## config.mk

```make
export PLATFORM = sky130hd
export DESIGN_NAME = sbu_verdict_filter_flat
export DESIGN_NICKNAME = d
export VERILOG_FILES = /design/src/rtl/sbu_verdict_filter_if.sv /design/src/rtl/sbu_verdict_filter.sv /design/src/flat_wrapper.sv
export SDC_FILE = /design/constraint.sdc
export NUM_CORES = 1
export LEC_CHECK = 0
export ABC_AREA = 1
export BUFFER_PORTS_ARGS = -buffer_cell sky130_fd_sc_hd__buf_2
export CAP_MARGIN = 20
export CORE_AREA = 2 2 261 263
export DETAILED_ROUTE_END_ITERATION = 8
export DIE_AREA = 0 0 263 265
export HOLD_SLACK_MARGIN = 0.15
export PLACE_DENSITY = 0.52
export SLEW_MARGIN = 5
export SYNTH_ARGS = -nofsm -noshare
export SYNTH_HDL_FRONTEND = slang
export SYNTH_SLANG_ARGS = --single-unit
```

## constraint.sdc

```tcl
create_clock -name ap_clk -period 1.9 [get_ports ap_clk]
set_input_delay 0.38 -clock ap_clk [delete_from_list [all_inputs] [get_ports ap_clk]]
set_output_delay 0.38 -clock ap_clk [all_outputs]
set_load 0.03 [all_outputs]
```

## src/rtl/sbu_verdict_filter_if.sv

```systemverilog
// AXI4-Stream bundle used on both sides of the verdict filter.
interface sbu_verdict_filter_if #(
  parameter int DATA_W = 256,
  parameter int USER_W = 12,
  parameter int ID_W   = 3
);
  logic                tvalid;
  logic                tready;
  logic [DATA_W-1:0]   tdata;
  logic [DATA_W/8-1:0] tkeep;
  logic                tlast;
  logic [USER_W-1:0]   tuser;
  logic [ID_W-1:0]     tid;

  modport master (output tvalid, tdata, tkeep, tlast, tuser, tid, input tready);
  modport slave  (input tvalid, tdata, tkeep, tlast, tuser, tid, output tready);
endinterface

```

## src/rtl/sbu_verdict_filter.sv

```systemverilog
// Forwards or discards whole AXI4-Stream packets using the verdict stamped on
// each packet's first beat, with pass/drop packet counters for host readout.
module sbu_verdict_filter #(
  parameter int DATA_W   = 256,
  parameter int USER_W   = 12,
  parameter int ID_W     = 3,
  parameter int CNT_W    = 32,
  parameter bit PASS_VAL = 1'b1
) (
  input  logic                 ap_clk,
  input  logic                 ap_rst_n,
  sbu_verdict_filter_if.slave  s_axis,
  sbu_verdict_filter_if.master m_axis,
  input  logic                 bypass,
  input  logic                 cnt_clear,
  output logic [CNT_W-1:0]     pass_cnt,
  output logic [CNT_W-1:0]     drop_cnt
);

  typedef enum logic [1:0] {IDLE, PASS, DROP} state_e;

  state_e                state_q, state_d;
  logic                  mValid_q, mValid_d;
  logic [DATA_W-1:0]     mData_q, mData_d;
  logic [DATA_W/8-1:0]   mKeep_q, mKeep_d;
  logic                  mLast_q, mLast_d;
  logic [USER_W-1:0]     mUser_q, mUser_d;
  logic [ID_W-1:0]       mId_q, mId_d;
  logic [CNT_W-1:0]      passCnt_q, passCnt_d;
  logic [CNT_W-1:0]      dropCnt_q, dropCnt_d;
  logic                  sReady;
  logic                  accept;
  logic                  fwdFirst;
  logic                  loadBeat;

  // Ready is forced low while reset is held; a packet being discarded never
  // waits on the output stage.
  always_comb begin
    sReady   = ap_rst_n && ((state_q == DROP) || !mValid_q || m_axis.tready);
    accept   = s_axis.tvalid && sReady;
    fwdFirst = (s_axis.tuser[0] == PASS_VAL) || bypass;
    loadBeat = accept && ((state_q == PASS) || ((state_q == IDLE) && fwdFirst));

    state_d   = state_q;
    mValid_d  = mValid_q;
    mData_d   = mData_q;
    mKeep_d   = mKeep_q;
    mLast_d   = mLast_q;
    mUser_d   = mUser_q;
    mId_d     = mId_q;
    passCnt_d = passCnt_q;
    dropCnt_d = dropCnt_q;

    if (loadBeat) begin
      mValid_d = 1'b1;
      mData_d  = s_axis.tdata;
      mKeep_d  = s_axis.tkeep;
      mLast_d  = s_axis.tlast;
      mUser_d  = s_axis.tuser;
      mId_d    = s_axis.tid;
    end else if (m_axis.tready) begin
      mValid_d = 1'b0;
    end

    case (state_q)
      IDLE: begin
        if (accept) begin
          if (fwdFirst) passCnt_d = passCnt_q + CNT_W'(1);
          else          dropCnt_d = dropCnt_q + CNT_W'(1);
          if (!s_axis.tlast) state_d = fwdFirst ? PASS : DROP;
        end
      end
      PASS, DROP: begin
        if (accept && s_axis.tlast) state_d = IDLE;
      end
      default: state_d = IDLE;
    endcase

    // A clear wins over an increment landing in the same cycle.
    if (cnt_clear) begin
      passCnt_d = '0;
      dropCnt_d = '0;
    end
  end

  always_ff @(posedge ap_clk or negedge ap_rst_n) begin
    if (!ap_rst_n) begin
      state_q   <= IDLE;
      mValid_q  <= 1'b0;
      mData_q   <= '0;
      mKeep_q   <= '0;
      mLast_q   <= 1'b0;
      mUser_q   <= '0;
      mId_q     <= '0;
      passCnt_q <= '0;
      dropCnt_q <= '0;
    end else begin
      state_q   <= state_d;
      mValid_q  <= mValid_d;
      mData_q   <= mData_d;
      mKeep_q   <= mKeep_d;
      mLast_q   <= mLast_d;
      mUser_q   <= mUser_d;
      mId_q     <= mId_d;
      passCnt_q <= passCnt_d;
      dropCnt_q <= dropCnt_d;
    end
  end

  assign s_axis.tready = sReady;
  assign m_axis.tvalid = mValid_q;
  assign m_axis.tdata  = mData_q;
  assign m_axis.tkeep  = mKeep_q;
  assign m_axis.tlast  = mLast_q;
  assign m_axis.tuser  = mUser_q;
  assign m_axis.tid    = mId_q;
  assign pass_cnt      = passCnt_q;
  assign drop_cnt      = dropCnt_q;

endmodule

```

## src/flat_wrapper.sv

```systemverilog
// flat-port wrapper written by rule: the top's interface ports become plain ports
module sbu_verdict_filter_flat 
#(
  parameter int DATA_W   = 256,
  parameter int USER_W   = 12,
  parameter int ID_W     = 3,
  parameter int CNT_W    = 32,
  parameter bit PASS_VAL = 1'b1
)
  (ap_clk, ap_rst_n, bypass, cnt_clear, pass_cnt, drop_cnt, s_axis_tvalid, s_axis_tdata, s_axis_tkeep, s_axis_tlast, s_axis_tuser, s_axis_tid, s_axis_tready, m_axis_tvalid, m_axis_tdata, m_axis_tkeep, m_axis_tlast, m_axis_tuser, m_axis_tid, m_axis_tready);
  sbu_verdict_filter_if #(.DATA_W(DATA_W), .USER_W(USER_W), .ID_W(ID_W)) s_axis_i ();
  sbu_verdict_filter_if #(.DATA_W(DATA_W), .USER_W(USER_W), .ID_W(ID_W)) m_axis_i ();
  input  logic ap_clk;
  input  logic ap_rst_n;
  input  logic bypass;
  input  logic cnt_clear;
  output logic [CNT_W-1:0] pass_cnt;
  output logic [CNT_W-1:0] drop_cnt;
  input wire logic [$bits(s_axis_i.tvalid)-1:0] s_axis_tvalid;
  input wire logic [$bits(s_axis_i.tdata)-1:0] s_axis_tdata;
  input wire logic [$bits(s_axis_i.tkeep)-1:0] s_axis_tkeep;
  input wire logic [$bits(s_axis_i.tlast)-1:0] s_axis_tlast;
  input wire logic [$bits(s_axis_i.tuser)-1:0] s_axis_tuser;
  input wire logic [$bits(s_axis_i.tid)-1:0] s_axis_tid;
  output wire logic [$bits(s_axis_i.tready)-1:0] s_axis_tready;
  output wire logic [$bits(m_axis_i.tvalid)-1:0] m_axis_tvalid;
  output wire logic [$bits(m_axis_i.tdata)-1:0] m_axis_tdata;
  output wire logic [$bits(m_axis_i.tkeep)-1:0] m_axis_tkeep;
  output wire logic [$bits(m_axis_i.tlast)-1:0] m_axis_tlast;
  output wire logic [$bits(m_axis_i.tuser)-1:0] m_axis_tuser;
  output wire logic [$bits(m_axis_i.tid)-1:0] m_axis_tid;
  input wire logic [$bits(m_axis_i.tready)-1:0] m_axis_tready;
  assign s_axis_i.tvalid = s_axis_tvalid;
  assign s_axis_i.tdata = s_axis_tdata;
  assign s_axis_i.tkeep = s_axis_tkeep;
  assign s_axis_i.tlast = s_axis_tlast;
  assign s_axis_i.tuser = s_axis_tuser;
  assign s_axis_i.tid = s_axis_tid;
  assign s_axis_tready = s_axis_i.tready;
  assign m_axis_tvalid = m_axis_i.tvalid;
  assign m_axis_tdata = m_axis_i.tdata;
  assign m_axis_tkeep = m_axis_i.tkeep;
  assign m_axis_tlast = m_axis_i.tlast;
  assign m_axis_tuser = m_axis_i.tuser;
  assign m_axis_tid = m_axis_i.tid;
  assign m_axis_i.tready = m_axis_tready;
  sbu_verdict_filter #(.DATA_W(DATA_W), .USER_W(USER_W), .ID_W(ID_W), .CNT_W(CNT_W), .PASS_VAL(PASS_VAL)) u_core (.ap_clk(ap_clk), .ap_rst_n(ap_rst_n), .s_axis(s_axis_i), .m_axis(m_axis_i), .bypass(bypass), .cnt_clear(cnt_clear), .pass_cnt(pass_cnt), .drop_cnt(drop_cnt));
endmodule
```

==> metrics <==
failing checks setup timing; Final #Nets 3,301; Leak Pwr 13.8 nW; vias per cell 4.23; DR vias 16.4k; pin count of the biggest net entering global routing 88; DRC 0; kind of critical path reg2out; ANT nets after route 0; Die W 263 um; Main synth FF type dfrtp_1; CTS tree yes; Cell Area, Synth 0.0157 mm^2; final slew viol count 0; number of synthesized register bits 371; Crit Path Max Fanout 3; GPL Wtd Cong 0.870; number of flops mapped to enable cells by yosys 0; fin crit share 1.05; Worst EP arrival 1620 ps; Die Ht 265 um; vias in the first global route 16.4k; f_max 500 MHz; HP Class in2reg; Root Buffer clkbuf_16; post-synth top area cell dfrtp_1; Avg WL per Cell 16.7 um; IO buf count 679; CP peak stage delay 420 ps; actual slew at the worst max-slew pin 549 ps; Yosys Warn Count 0; Post-Route WL 64,800 um; CTS buffer count 43; Slew Limit Headroom 0.633; Post-DP HPWL 43,300 um; Clock Path Buffers 3; Synth cell types 26; crit path capture s_axis_tready; Crit path top cell by count inv_2; CTS HTree Levels 2; initial antenna violation count 4; maximum vdd drop 1.07 mV; Place WS 40.3 ps; setup ws final -101 ps; Worst EP required 1520 ps; CTS clock-pin slew for the worst setup and hold paths 60 ps; Setup violations, final 3; Crit-path slowest cell dfrtp_1; top cell type's share of synthesized area 0.592; Non-Filler Cell Area, Final 0.0261 mm^2; Async S/R FF share, synth 1.00; clock sinks 371; Fin. Hold Viols 0; worst skew pair latency 570 ps; reg2reg end u_core.m_axis.tdata[190]; largest cells by area after synthesis dfrtp_1, nand2_1, nor2_1; Worst R2R Start u_core.state_q[0]; status finished with violations; Setup Skew 18.9 ps; Core ar. 0.0668 mm^2; flop2flop setup slack 0 ps; Max Cap Violations 0; syn_area_per_cell 8.06 um^2; I/O pins 680; CP endpoint kind output port; worst-path cell chain ha_4, inv_2, nand3_4, buf_6, nand2_2, inv_2, buf_8; Overflow after GRT 0; share of cells above drive strength 1 0.308; Iter 0 DRT Violations 925; critical path startpoint u_core.state_q[1]; drt pass-1 iters 6; CP Launch Type register; # diodes 0; row count 95; Area Growth Syn to Fin 66.2%; syn nets 2,261; Syn Inst Count 1,946; Fillers 6,718; P per Cell Area 1520 mW/mm^2; Initial Util 0.235; register area share after synthesis 0.592; Final min period 2000 ps; die area 0.0697 mm^2; Placed Area 0.0204 mm^2; reg2reg path depth 14; first-pass GRT wire length 93,600 um; GRT Total Usage 0.169; unrepaired setup endpoints after global routing yes
-- metal layers --
metal	routed length (um)	track usage	up-vias
met1	27400	0.207	7625
met3	4920	0.0469	129
met5	62	0	-
met2	30200	0.282	623
met4	2220	0.0647	8
li1	-	-	8041
-- report_power, final --
group | leakage [nW] | internal (mW) | switching (mW) | total (mW)
Clock | 0.675 | 4.71 | 3.45 | 8.16
Combinational | 8.46 | 5.66 | 12.8 | 18.4
Sequential | 4.71 | 11.3 | 1.82 | 13.1
Total | 13.8 | 21.6 | 18.1 | 39.7
-- layout by cell type, fill, tap and decap left out, types with 3 or more instances in the layout --
cell type	Yosys	layout
a21oi_1	27	27
buf_12	0	26
buf_16	0	11
buf_2	62	677
buf_4	8	23
buf_6	1	7
buf_8	0	5
clkbuf_1	8	6
clkbuf_16	0	61
clkbuf_8	0	9
clkinv_2	0	9
dfrtp_1	371	371
dlygate4sd3_1	0	306
ha_1	5	3
inv_1	63	59
inv_2	4	8
nand2_1	1121	1055
nand2_2	3	65
nand2_4	0	4
nand3_1	46	46
nand4_1	19	19
nor2_1	134	133
nor2_2	5	4
nor2_4	1	3
nor3_1	37	37
o21ai_0	12	12
xor2_1	10	10
-- cells by family (layout without fill, tap and decap cells) --
group / count (synthesis) / in the layout / share of synthesized area
flip-flops: 371 / 371 / 0.592
XOR/XNOR: 10 / 10 / 0.00558
adder cells (fa/ha/maj): 5 / 5 / 0.00399
buffers and inverters: 149 / 1217 / 0.0431
AO/OA/AOI/OAI: 41 / 41 / 0.0134
AND/OR/NAND/NOR: 1370 / 1370 / 0.342
-- per-stage QoR --
stage                     hold WS (ps)  instances  TNS (ps)  power [mW]  utilization
after CTS                          180       3845      -154        38.6        0.373
after global placement             449       3464         0        29.6        0.306
after floorplan                   84.4       1946         0        23.5            -
after detailed placement           453       3464         0        29.7        0.306
after global routing               347       3887     -8700        41.9        0.390
final                              303       3887      -103        39.7        0.390
-- registers in the layout (all words and copies together), names as in the netlist --
signal,count
u_core.pass_cnt,32
u_core.m_axis.tuser,12
u_core.drop_cnt,32
u_core.m_axis.tkeep,32
u_core.m_axis.tdata,256
u_core.m_axis.tvalid,1
u_core.m_axis.tlast,1
u_core.m_axis.tid,3
u_core.state_q,2
-- cells in the mapped netlist, types with 10 or more instances --
cell type,instances
a21oi_1,27
buf_2,62
dfrtp_1,371
inv_1,63
nand2_1,1121
nand3_1,46
nand4_1,19
nor2_1,134
nor3_1,37
o21ai_0,12
xor2_1,10
-- timing repair --
action / in CTS / in global routing
resized for setup: 9 / 115
gates cloned: 0 / 24
hold buffers: 304 / 2
pin swaps: 0 / 22
endpoints found under the setup margin: 1 / 285
hold endpoints to repair: 513 / 2
setup buffers: 4 / 16
-- layout make-up --
type | count | area [um^2] | area share
Sequential cell | 371 | 9280 | 0.356
Timing Repair Buffer | 1072 | 8030 | 0.308
Tap cell | 873 | 1090 | 0.0419
Timing Repair inverter | 4 | 72.6 | 0.00278
Inverter | 68 | 282 | 0.0108
Clock inverter | 14 | 115 | 0.00441
Clock buffer | 59 | 1250 | 0.0478
Multi-Input combinational cell | 1426 | 5960 | 0.228
-- worst min-delay path by stage --
stage / from / slack (ps) / cells past startpoint / to
CTS: s_axis_tdata[228] / 180 / 3 / u_core.m_axis.tdata[228]
global placement: u_core.m_axis.tdata[88] / 450 / 2 / u_core.m_axis.tdata[88]
global route: bypass / 350 / 6 / u_core.state_q[1]
floorplan: ap_rst_n / 80 / 0 / u_core.drop_cnt[0]
detailed placement: u_core.m_axis.tdata[143] / 450 / 2 / u_core.m_axis.tdata[143]
finish: bypass / 300 / 6 / u_core.state_q[1]
-- critical path: cells and delay by family (launching register included) --
family	cells	cell delay, ps
buf+inv	4	350
flops	1	420
fa+ha+maj	1	180
simple gates	2	120
No activity file was read; power rests on OpenSTA's default activity.
